### src/rtl/instr_sequencer.sv
//------------------------------------------------------------------------------
// Module   : instr_sequencer
// Brief    : Multi-cycle stage controller. Sequences PC fetch, instruction
//            fetch, register read, execute, serialized write-backs and PC
//            write-back. Optional performance counters: SEQ_PERF_CNT_EN.
// Revision : 1.0 - initial release
//------------------------------------------------------------------------------
`default_nettype none

module instr_sequencer #(
   parameter int WIDTH = 16
) (
   input  logic             clk,
   input  logic             rst_n,
   input  logic             run,
   input  logic             mem_ready,
   input  logic             reg_wb_en,
   input  logic             mem_wb_en,
   input  logic             flag_wb_en,
   output logic             PC_fetch,
   output logic             fetch_tr,
   output logic             reg_tr,
   output logic             dne_tr,
   output logic             reg_wb_tr,
   output logic             mem_wb_tr,
   output logic             flag_update_tr,
   output logic             PC_wb_tr,
   output logic             busy,
   output logic [1:0]       wb_count,
   output logic [WIDTH-1:0] cycle_count,
   output logic [WIDTH-1:0] instr_count
);

   typedef enum logic [3:0] {
      S_IDLE    = 4'd0,
      S_PCF     = 4'd1,
      S_FETCH   = 4'd2,
      S_REG     = 4'd3,
      S_EXEC    = 4'd4,
      S_CHECK   = 4'd5,
      S_WB_REG  = 4'd6,
      S_WB_MEM  = 4'd7,
      S_WB_FLAG = 4'd8,
      S_PCWB    = 4'd9
   } state_t;

   state_t     r_state;
   state_t     w_state_nxt;
   logic [2:0] r_pending;      // {reg, mem, flag}
   logic [2:0] w_pending_nxt;
   logic [1:0] r_wb_count;
   logic [1:0] w_wb_count_nxt;

   // First outstanding write-back in fixed priority order, else PC write-back
   function automatic state_t f_first_pending(input logic [2:0] mask);
      if (mask[2])      return S_WB_REG;
      else if (mask[1]) return S_WB_MEM;
      else if (mask[0]) return S_WB_FLAG;
      else              return S_PCWB;
   endfunction

   always_ff @(posedge clk or negedge rst_n) begin
      if (!rst_n) begin
         r_state    <= S_IDLE;
         r_pending  <= 3'b000;
         r_wb_count <= 2'd0;
      end else begin
         r_state    <= w_state_nxt;
         r_pending  <= w_pending_nxt;
         r_wb_count <= w_wb_count_nxt;
      end
   end

   always_comb begin
      w_state_nxt    = r_state;
      w_pending_nxt  = r_pending;
      w_wb_count_nxt = r_wb_count;
      case (r_state)
         S_IDLE:    if (run) w_state_nxt = S_PCF;
         S_PCF:     w_state_nxt = S_FETCH;
         S_FETCH:   if (mem_ready) w_state_nxt = S_REG;
         S_REG:     w_state_nxt = S_EXEC;
         S_EXEC:    w_state_nxt = S_CHECK;
         S_CHECK: begin
            w_pending_nxt  = {reg_wb_en, mem_wb_en, flag_wb_en};
            w_wb_count_nxt = {1'b0, reg_wb_en} + {1'b0, mem_wb_en} + {1'b0, flag_wb_en};
            w_state_nxt    = f_first_pending(w_pending_nxt);
         end
         S_WB_REG: begin
            w_pending_nxt = r_pending & 3'b011;
            w_state_nxt   = f_first_pending(w_pending_nxt);
         end
         S_WB_MEM: begin
            if (mem_ready) begin
               w_pending_nxt = r_pending & 3'b001;
               w_state_nxt   = f_first_pending(w_pending_nxt);
            end
         end
         S_WB_FLAG: begin
            w_pending_nxt = 3'b000;
            w_state_nxt   = S_PCWB;
         end
         S_PCWB:    w_state_nxt = run ? S_PCF : S_IDLE;
         default:   w_state_nxt = S_IDLE;
      endcase
   end

   assign PC_fetch       = (r_state == S_PCF);
   assign fetch_tr       = (r_state == S_FETCH);
   assign reg_tr         = (r_state == S_REG);
   assign dne_tr         = (r_state == S_EXEC);
   assign reg_wb_tr      = (r_state == S_WB_REG);
   assign mem_wb_tr      = (r_state == S_WB_MEM);
   assign flag_update_tr = (r_state == S_WB_FLAG);
   assign PC_wb_tr       = (r_state == S_PCWB);
   assign busy           = (r_state != S_IDLE);
   assign wb_count       = r_wb_count;

`ifdef SEQ_PERF_CNT_EN
   logic [WIDTH-1:0] r_cycle_count;
   logic [WIDTH-1:0] r_instr_count;

   always_ff @(posedge clk or negedge rst_n) begin
      if (!rst_n) begin
         r_cycle_count <= '0;
         r_instr_count <= '0;
      end else begin
         if (r_state != S_IDLE) r_cycle_count <= r_cycle_count + 1'b1;
         if (r_state == S_PCWB) r_instr_count <= r_instr_count + 1'b1;
      end
   end

   assign cycle_count = r_cycle_count;
   assign instr_count = r_instr_count;
`else
   assign cycle_count = '0;
   assign instr_count = '0;
`endif

endmodule

`default_nettype wire

### config.mk
export PLATFORM = sky130hd
export DESIGN_NAME = instr_sequencer
export DESIGN_NICKNAME = d
export VERILOG_FILES = /design/src/rtl/instr_sequencer.sv
export SDC_FILE = /design/constraint.sdc
export NUM_CORES = 1
export LEC_CHECK = 0
export CAP_MARGIN = 20
export CORE_ASPECT_RATIO = 0.8
export CORE_MARGIN = 2
export CORE_UTILIZATION = 37
export DETAILED_ROUTE_END_ITERATION = 12
export PLACE_DENSITY = 0.79
export SLEW_MARGIN = 20
export SYNTH_ARGS = -nofsm -noshare
export SYNTH_HDL_FRONTEND = slang
export SYNTH_SLANG_ARGS = --single-unit
### constraint.sdc
create_clock -name clk -period 1.91 [get_ports clk]
set_clock_uncertainty 0.1 [all_clocks]
set_input_delay 0.2865 -clock clk [delete_from_list [all_inputs] [get_ports clk]]
set_output_delay 0.2865 -clock clk [all_outputs]
set_load 0.005 [all_outputs]
# [Word level (Yosys, flattened, before mapping)]
# Index checks and enable logic that the tools add are counted.
[totals] reg_bits=8 in_bits=7 out_inout_bits=43 word_cells=39
[op_classes] add_sub_neg=2 eq_ne=12 muxes=12 n_bitwise=2 reduce_logical=7
[op_table] cell="$pmux 4 s10" n=1
[op_table] cell="$mux 4" n=6
[op_table] cell="$eq 4x3->1 const B" n=4
[op_table] cell="$reduce_and 3->1" n=3
[op_table] cell="$eq 4x2->1 const B" n=2
[op_table] cell="$eq 4x4->1 const B" n=2
[op_table] cell="$pmux 2 s4" n=1
[op_table] cell="$ne 2x2->1 const B" n=3
[op_table] cell="$eq 4x1->1 const B" n=1
[op_table] cell="$logic_not 4->1" n=1
[op_table] cell="$reduce_bool 4->1" n=1
[op_table] cell="$mux 1" n=3
[op_table] cell="$reduce_bool 3->1" n=1
[op_table] cell="$add 1x1->2" n=1
[op_table] cell="$add 2x1->2" n=1
[op_table] cell="$mux 2" n=1
[op_table] cell="$not 1->1" n=2
[op_table] cell="$reduce_bool 2->1" n=1

# [Depth between registers and ports, before layout]
# Gate-level depths: netlist (run 1).
[depth] ltp_word=4 ltp_mapped=5

# [Worst setup path after synthesis (run 1)]
# Ideal clock, no wire load.
[synth_timing] path_type="reg-to-reg" start="register r_state[3]" end="register r_wb_count[0], in the netlist wb_count[0]" setup_ps=128 t_arrival_ps=1144 path_slack_ps=538 path_stages_with_launch=5 period_less_slack_ps=1372 path_cell_list="dfrtp_1 -> nand2b_1 -> buf_6 -> nor2_1 -> mux2_1"
[synth_via] elab_chain_len=1
[synth_lines] item="start: declaration" line="47" text="state_t r_state;"
[synth_lines] item="start signal: assignment" line="68" text="r_state <= w_state_nxt;"
[synth_lines] item="$eq 4x3->1" line="78" text="case (r_state)"
[synth_lines] item="end signal: assignment" line="70" text="r_wb_count <= w_wb_count_nxt;"
[synth_lines] item="end: declaration" line="51" text="logic [1:0] r_wb_count;"
# No other way between the ends.
# A chain may end at the register's enable or synchronous reset.

# [Worst setup path in the final report (run 1)]
[layout_timing] start="register r_state[1]" end="output flag_update_tr"
[layout_via] elab_chain_len=1
[layout_lines] item="$eq 4x4->1" line="114" text="assign flag_update_tr = (r_state == S_WB_FLAG);"
[layout_lines] item="end: declaration" line="26" text="output logic flag_update_tr,"
# No other way between the ends.

==> flow_summary_export.csv, run 1 <==
group,metric,value,unit
placed_design,port_buffers,17,
drt,routed-via-count,744,
cts,cts_buffers,3,
pwr,netSwitchingFraction,42.2,%
global_route,grt_start_max_net_pins,16,
pwr,p_int,886,uW
pwr,combPwrFrac,69.0,%
synthesis,synth_seq_cells,8,
critical_path,r2r_end,"r_pending[1]$_DFFE_PN0P_",
critical_path,r2r_slack,340,ps
critical_path,crit_path_start_kind,"flop",
sta,totalNegativeSetupSlack,0,ps
cts,h-tree-depth,1,
drt,routed_via_density,4.62,
synthesis,netlist_area,840,sq um
finish,area_growth,31.1,%
global_route,grt_use_total,14.5,%
sta,finalCritPeriodShare,95.7,%
drt,drc,0,
pwr,finalPower,1530,uW
finish,fin_nets,146,
global_route,grt_pass1_wl,2840,microns
placed_design,dpl.hpwl,1470,microns
pwr,ir_drop,820,uV
sta,rsz0062_at_grt,"no",
synthesis,synth.distinct_cells,27,
floorplan,die_area,2670,sq um
critical_path,reg2reg_depth,6,
cts,clk_pin_slew,50,ps
finish,stdcell_count,161,
global_route,first_global_vias,579,
cts,clock_latency,250,ps
outcome,outcome,"completed",
hold_path,hp-class,"primary input to async pin",
synthesis,synth_top_area_cell,"buf_4",
flow_run,maxCapViolCount,0,
floorplan,core,2160,sq um
floorplan,core.rowCount,15,
critical_path,end_kind,"output port",
synthesis,synth.top_cell.area_share,29.5,%
pwr,pwr-share-seq,22.7,%
placed_design,place_inst,148,
finish,fill_cells,196,
sta,whs,217,ps
synthesis,ys_warn_count,0,
synthesis,ys_seq_area_share,23.8,%
cts,cts_tree,"done",
sta,max_freq,547,MHz
cts,cts_sinks,8,
pwr,power_density,1390,nW/um^2
drt,wl_per_cell,12.7,microns
floorplan,initial_utilization,38.9,%
critical_path,cp.arrival,1440,ps
floorplan,die_w,57.3,microns
sta,fin_crit,1830,ps
global_route,antenna_found_initial,0,
placed_design,dpl_cell_area,951,sq um
sta,hold_viol,0,
synthesis,synth_area_leaders,"buf_4, dfrtp_1, nor3_1, nand2b_1, a21oi_1",
critical_path,critPathRequiredTime,1520,ps
drt,drtAntennaViolNets,0,
synthesis,synthCells,103,
critical_path,r2r-start,"r_state[1]$_DFFE_PN0P_",
drt,first_pass_iters,4,
placed_design,gp_congestion,0.981,
drt,drt_iter0_drc,29,
finish,final_layout_size_suffix_gt1_share,22.8,%
sta,drv_slew,0,
critical_path,worstSetupPathType,"flop to output port",
finish,design_area,1100,sq um
drt,wirelength,2040,microns
floorplan,die_h,46.6,microns
synthesis,avgSynthCellArea,8.15,sq um
cts,hold_buffers,0,
pwr,p_leak,0.000589,uW
pwr,p_sw,646,uW
global_route,gr-total-overflow,0,
cts,clockBufferDepth,2,
floorplan,io_pins,50,
sta,setup_viol,0,
critical_path,critPathMaxFanout,5,
pwr,clkPwrFrac,8.3,%
finish,antenna_cells,0,
cts,cts_root_buf,"clkbuf_4",
[sequential cells by signal, summed over array words and instances (netlist names)]
name / flops
wb_count: 2
r_state: 4
r_pending: 2
[worst max-delay path: stages, from the launching register on]
cell,delay [ps]
dfrtp_2,450
buf_6,140
or3_4,360
inv_1,60
clkdlybuf4s15_1,190
[cells by family after synthesis]
group           synth area share [%]
fa+ha+maj                       2.38
other cells                    0.447
mux                             2.68
compound gates                  17.3
simple gates                    19.4
buf+inv                         34.0
flops                           23.8
[stage by stage]
step | worst slack, ps | util, %
floorplan | 538 | -
global placement | 78.2 | 44.1
detailed placement | 85.3 | 44.1
CTS | -21.0 | 48.0
global route | 16.8 | 51.0
finish | 81.6 | 51.0
[layer usage]
| metal | wire length, microns | up-vias | track usage [%] |
|---|---|---|---|
| met5 | 0 | - | 0 |
| met4 | 0 | 0 | 1.40 |
| met3 | 187 | 0 | 6.46 |
| met2 | 1010 | 44 | 21.8 |
| met1 | 840 | 344 | 20.0 |
| li1 | - | 356 | - |
[layout by cell type (no fill, tap or decap)]
master,synthesis,routed
mux2_1,2,2
nand2b_1,5,3
inv_1,3,3
nor2_4,0,1
nor3_1,7,6
buf_6,1,2
nand3b_1,1,1
o21ai_0,2,2
o32ai_1,1,1
clkdlybuf4s50_1,0,8
or3_4,0,1
nand2b_4,0,2
dlygate4sd2_1,0,3
a211oi_1,3,3
a21o_1,1,1
clkbuf_4,0,3
o31ai_1,1,1
a2111oi_4,1,1
nand2_1,5,5
dlymetal6s2s_1,0,5
fa_1,1,1
nor2b_1,3,3
o2bb2ai_1,1,1
a21oi_1,6,6
dfrtp_2,0,3
dfrtp_1,8,5
conb_1,1,32
nor3_2,0,1
o21ai_1,1,1
o311ai_1,2,2
or3b_1,1,1
buf_4,33,17
nor4_1,1,1
clkdlybuf4s15_1,0,1
nor2_1,8,7
[worst max-delay path by stage]
stage	start	end	cells after the start
6_report	r_state[1]$_DFFE_PN0P_	flag_update_tr	4
5_1_grt	r_state[1]$_DFFE_PN0P_	flag_update_tr	4
2_1_floorplan	r_state[3]$_DFFE_PN0P_	wb_count[0]$_DFFE_PN0N_	4
4_1_cts	r_state[0]$_DFFE_PN0P_	busy	4
3_5_place_dp	mem_wb_en	wb_count[0]$_DFFE_PN0N_	3
3_3_place_gp	r_state[1]$_DFFE_PN0P_	PC_fetch	3
[cell usage after synthesis, drive strengths merged]
| cell | number |
|---|---|
| buf | 37 |
| dfrtp | 8 |
| nor2 | 8 |
| nor3 | 7 |
| a21oi | 6 |
| nand2 | 5 |
| nand2b | 5 |
| a211oi | 3 |
| inv | 3 |
| nor2b | 3 |
| o21ai | 3 |
| mux2 | 2 |
| o311ai | 2 |
| a2111oi | 1 |
| a21o | 1 |
| conb | 1 |
| fa | 1 |
| nand3b | 1 |
| nor4 | 1 |
| o2bb2ai | 1 |
| o31ai | 1 |
| o32ai | 1 |
| or3 | 1 |
| or3b | 1 |
[power groups by stage]
stage / clock network, uW / registers, uW / logic, uW
after floorplan: 0 / 316 / 568
after global placement: 0 / 339 / 822
after detailed placement: 0 / 351 / 838
after CTS: 130 / 345 / 963
after global routing: 145 / 355 / 1150
final: 127 / 348 / 1060
[layout make-up]
type                            count  area, sq um  share of cell area (%)
Clock buffer                        3         22.5                    2.05
Inverter                            3         11.3                    1.02
Multi-Input combinational cell     86          503                    45.7
Sequential cell                     8          204                    18.5
Tap cell                           25         31.3                    2.84
Timing Repair Buffer               36          329                    29.9
[repair_timing]
action / in CTS / in global routing
pin swaps: 1 / 1
endpoints found under the setup margin: 9 / 6
gates resized for setup: 12 / 9
buffers inserted: 5 / 5
(Power assumes the default switching activity.)
==> inputs of run 2 (changes only) <==
Settings changed: CORE_ASPECT_RATIO 0.8 to 1.2, CORE_MARGIN 2 to 3, CTS_BUF_LIST set to sky130_fd_sc_hd__clkbuf_4 sky130_fd_sc_hd__clkbuf_8 sky130_fd_sc_hd__clkbuf_16.
==> run 2 against run 1 <==
Fmax shrank 1.3%. Critical path depth is the same. Via count shrank 6.7%. Worst hold slack lost 7.1 ps. Register-to-register slack is essentially flat. Non-clock buffer count shrank 6. Final area shrank 3.1%. Sequential power shrank 4%. Die area grew 7.9%. Setup slack lost 24 ps. Final cell count shrank 0.62%. Critical endpoint is now busy. Largest cell class unchanged. Largest power group unchanged.
==> flow_summary_export.csv, run 2 (synthesized netlist as in run 1, its figures left out) <==
group,metric,value,unit
pwr,p_leak,0.000535,uW
finish,fin_nets,140,
critical_path,crit_buf_inv,2,
placed_design,pre_cts_ws,87.8,ps
global_route,first_global_vias,621,
finish,largest_reg_flops,4,
critical_path,worstSetupPathType,"flop to output port",
placed_design,dpl.hpwl,1370,microns
global_route,antenna_found_initial,0,
pwr,p_sw,592,uW
floorplan,die_w,49.5,microns
global_route,grt_start_max_net_pins,16,
cts,clockBufferDepth,2,
critical_path,setup.worst_path.start,"r_state[0]$_DFFE_PN0P_",
pwr,power_density,1370,nW/um^2
critical_path,crit_path_start_kind,"flop",
placed_design,port_buffers,17,
outcome,outcome,"completed",
finish,area_growth,27.1,%
critical_path,crit_slowest_cell,"dfrtp_2",
floorplan,io_pins,50,
finish,fin_util,50.4,%
cts,h-tree-depth,1,
floorplan,core,2120,sq um
pwr,combPwrFrac,69.1,%
cts,cts_buffers,3,
critical_path,end_kind,"output port",
pwr,finalPower,1460,uW
critical_path,crit_chain,"buf_4 -> nor2_4 -> nand2_1 -> clkdlybuf4s50_1",
critical_path,cp.arrival,1470,ps
sta,fin_crit,1850,ps
critical_path,critPathMaxStageDelay,440,ps
pwr,p_int,867,uW
floorplan,core.rowCount,18,
sta,finalCritPeriodShare,97.0,%
cts,clk_pin_slew,50,ps
cts,cts_root_buf,"clkbuf_4",
sta,drv_slew,0,
drt,wl_per_cell,10.3,microns
drt,routed-via-count,694,
cts,cts_tree,"done",
finish,layout.cells.most_common_list,"conb_1, clkdlybuf4s50_1, buf_4, nor3_1, nor2_1",
finish,top_register,"r_state",
drt,drt_iter0_drc,11,
global_route,gr-total-overflow,0,
sta,hold_viol,0,
critical_path,critPathRequiredTime,1520,ps
cts,cts_sinks,8,
placed_design,place_inst,154,
hold_path,hp-class,"primary input to async pin",
drt,routed_via_density,4.34,
finish,stdcell_count,160,
finish,antenna_cells,0,
pwr,ir_drop,649,uV
finish,layout_commonest_cell,"conb_1",
flow_run,maxCapViolCount,0,
critical_path,r2r-start,"r_state[0]$_DFFE_PN0P_",
drt,drtAntennaViolNets,0,
finish,fill_cells,224,
pwr,clkPwrFrac,7.9,%
pwr,pwr-share-seq,22.9,%
cts,clock_latency,240,ps
global_route,grt_pass1_wl,2570,microns
critical_path,critPathMaxFanout,4,
finish,final_layout_size_suffix_gt1_share,17.7,%
sta,max_freq,540,MHz
sta,fin_ws,57.3,ps
drt,drc,0,
pwr,netSwitchingFraction,40.6,%
critical_path,cp_top_family,"buffers and inverters",
floorplan,die_h,58.2,microns
global_route,grt_use_total,11.1,%
drt,wirelength,1650,microns
floorplan,initial_utilization,39.7,%
drt,first_pass_iters,4,
sta,setup_viol,0,
placed_design,gp_congestion,0.810,
floorplan,die_area,2880,sq um
run 2: changes by cell type in the layout (fill, tap and decap cells not counted), moves of 2 or more:
cell and change:
dlymetal6s2s_1 -3, buf_12 +2, buf_4 -7, clkdlybuf4s50_1 +2, dlygate4sd2_1 +2
run 2: cell type report:
| cell class | count | area (sq um) | share of cell area, % |
|---|---|---|---|
| multi-input cells | 86 | 498 | 46.7 |
| repair buffers | 30 | 295 | 27.7 |
| flip-flops and latches | 8 | 203 | 19.0 |
| well taps | 30 | 37.5 | 3.52 |
| clock buffers | 3 | 22.5 | 2.11 |
| inverters | 3 | 11.3 | 1.06 |
run 2: layer usage:
| layer | up-vias | part of all wire [%] | global-route usage, % |
|---|---|---|---|
| li1 | 343 | - | - |
| met1 | 316 | 37 | 13.4 |
| met2 | 35 | 56 | 20.5 |
| met3 | 0 | 7.0 | 1.29 |
| met4 | 0 | 0 | 3.56 |
| met5 | - | 0 | 0 |
run 2: what timing repair did:
| item | CTS | global route |
|---|---|---|
| buffers inserted | 2 | 1 |
| resized for setup | 9 | 7 |
| setup endpoints to repair | 9 | 4 |
| hold buffers | 0 | 0 |
run 2: worst reg2reg max path: cells and delay by family (launching register included):
kind	cells	cell delay, ps
simple gates	2	230
flops	1	440
compound gates	2	380
buf+inv	2	300
run 2: path summary, 6_finish.rpt:
path                                             to  slack [ps]  cells after the start
min reg2reg                 wb_count[0]$_DFFE_PN0N_         380                      1
max                                            busy          60                      4
min in group clk            wb_count[0]$_DFFE_PN0N_         380                      1
max reg2reg                  r_state[0]$_DFFE_PN0P_         340                      6
min                        r_pending[0]$_DFFE_PN0P_         210                      1
max in group asynchronous    r_state[3]$_DFFE_PN0P_        1240                      1
run 2: power groups by stage:
| stage | Combinational [uW] | Sequential, uW | Clock [uW] |
|---|---|---|---|
| finish | 1010 | 335 | 116 |
| global route | 1110 | 348 | 127 |
| CTS | 922 | 331 | 123 |
| detailed placement | 884 | 341 | 0 |
| global placement | 874 | 336 | 0 |
| floorplan | 568 | 316 | 0 |
run 2: stage by stage:
| step | cell area, sq um | hold WS [ps] | TNS, ps |
|---|---|---|---|
| global route | 1070 | 238 | -13.7 |
| floorplan | 956 | -109 | 0 |
| detailed placement | 977 | 377 | 0 |
| global placement | 977 | 372 | 0 |
| finish | 1070 | 210 | 0 |
| CTS | 1020 | 214 | 0 |
==> inputs of run 3 (changes only) <==
Settings changed: HOLD_SLACK_MARGIN set to 0.15, MAX_ROUTING_LAYER set to met4.
==> run 3 against run 2 <==
Die area is the same. Combinational power grew 11%. Fmax grew 1.5%. Global-route usage grew 1.9 points. Wire length grew 13%. First-iteration DRC count shrank 18%. Non-clock buffer count grew 8. Sequential cell count is the same. Count of clock-buffer cells in the layout is the same. Setup slack gained 28 ps. Critical path type unchanged. Critical endpoint is now mem_wb_tr. Largest cell class unchanged.
==> flow_summary_export.csv, run 3 (synthesized netlist as in run 1, its figures left out) <==
group,metric,value,unit
outcome,outcome,"completed",
placed_design,port_buffers,17,
drt,drt_iter0_drc,9,
flow_run,maxCapViolCount,0,
pwr,p_leak,0.000572,uW
sta,totalNegativeSetupSlack,0,ps
drt,wl_per_cell,11.1,microns
global_route,antenna_found_initial,0,
sta,finalCritPeriodShare,95.5,%
drt,routed-via-count,740,
drt,drtAntennaViolNets,0,
critical_path,crit_path_start_kind,"flop",
floorplan,core,2120,sq um
finish,layout_commonest_cell,"conb_1",
floorplan,io_pins,50,
sta,rsz0062_at_grt,"no",
global_route,grtUsageMet3,3.34,%
placed_design,place_inst,155,
finish,final_layout_size_suffix_gt1_share,21.7,%
placed_design,dpl.hpwl,1450,microns
floorplan,die_area,2880,sq um
critical_path,critPathMaxFanout,6,
pwr,finalPower,1560,uW
floorplan,initial_utilization,39.7,%
drt,first_pass_iters,4,
pwr,power_density,1410,nW/um^2
pwr,ir_drop,770,uV
finish,area_growth,31.6,%
global_route,gr-total-overflow,0,
cts,clock_latency,240,ps
sta,max_freq,548,MHz
global_route,grt_use_met2,23.9,%
critical_path,worstSetupPathType,"flop to output port",
drt,wirelength,1870,microns
finish,fin_nets,148,
cts,cts_tree,"done",
finish,layout.cells.most_common_list,"conb_1, buf_4, clkdlybuf4s50_1, dfrtp_1",
drt,drc,0,
cts,clk_pin_slew,50,ps
finish,largest_reg_flops,4,
hold_path,hp-class,"primary input to async pin",
sta,drv_slew,0,
critical_path,critPathMaxStageDelay,500,ps
global_route,busiest_layer,"met2",
floorplan,core.rowCount,18,
cts,clockBufferDepth,2,
global_route,grt_start_max_net_pins,16,
cts,h-tree-depth,1,
global_route,use_met1,14.2,%
global_route,first_global_vias,635,
cts,hold_buffers,0,
drt,routed_via_density,4.40,
placed_design,gp_congestion,0.812,
critical_path,critPathRequiredTime,1520,ps
cts,cts_buffers,3,
finish,antenna_cells,0,
floorplan,die_h,58.2,microns
critical_path,cp_top_family,"buffers and inverters",
global_route,grt_pass1_wl,2880,microns
sta,setup_viol,0,
finish,stdcell_count,168,
critical_path,cp.arrival,1440,ps
sta,fin_crit,1820,ps
cts,cts_root_buf,"clkbuf_4",
sta,hold_viol,0,
critical_path,crit_slowest_cell,"clkdlybuf4s50_1",
global_route,grt_use_total,13.1,%
critical_path,crit_buf_inv,2,
finish,fin_util,52.2,%
critical_path,end_kind,"output port",
finish,top_register,"r_state",
floorplan,die_w,49.5,microns
cts,cts_sinks,8,
critical_path,crit_chain,"buf_6 -> nand2_2 -> nor2_1 -> clkdlybuf4s50_1",
run 3: cell types whose count changed in the layout (fill, tap and decap cells not counted), sizes merged:
cell / change
buf: +8
dlygate4sd2: +1
clkdlybuf4s50: -1
run 3: metal layers:
metal  part of all wire [%]  vias to the layer above
li1                       -                      358
met1                     39                      349
met2                     54                       29
met3                    6.8                        4
met4                   0.64                        0
met5                      0                        -
run 3: timing repair:
action,in CTS,in global routing
endpoints found under the setup margin,9,4
gates cloned,0,0
setup buffers,7,3
resized for setup,14,3
run 3: path summary, 6_finish.rpt:
check | from | endpoint | slack, ps | cells after the start
worst max-delay path | r_state[1]$_DFFE_PN0P_ | mem_wb_tr | 90 | 4
worst min-delay path | rst_n | wb_count[1]$_DFFE_PN0N_ | 220 | 1
worst max register to register | r_state[1]$_DFFE_PN0P_ | r_state[0]$_DFFE_PN0P_ | 270 | 7
worst min register to register | wb_count[1]$_DFFE_PN0N_ | wb_count[1]$_DFFE_PN0N_ | 390 | 1
max in group asynchronous | rst_n | r_state[3]$_DFFE_PN0P_ | 1220 | 1
min in group clk | wb_count[1]$_DFFE_PN0N_ | wb_count[1]$_DFFE_PN0N_ | 390 | 1
run 3: power by group:
group / internal, uW / switching [uW]
Sequential: 254 / 60.7
Combinational: 596 / 526
Clock: 71.5 / 50.7
run 3: cell type report:
cell class	count	area (sq um)
Fill cell	219	1010
Multi-Input combinational cell	86	500
Timing Repair Buffer	38	333
Sequential cell	8	200
Tap cell	30	37.5
Clock buffer	3	22.5
Inverter	3	11.3
run 3: per-stage QoR:
stage	worst slack [ps]	cell area, sq um	hold WS, ps
2_1_floorplan	538	956	-109
3_3_place_gp	125	972	373
3_5_place_dp	101	972	383
4_1_cts	6.03	1070	231
5_1_grt	4.57	1100	246
6_report	85.4	1100	224
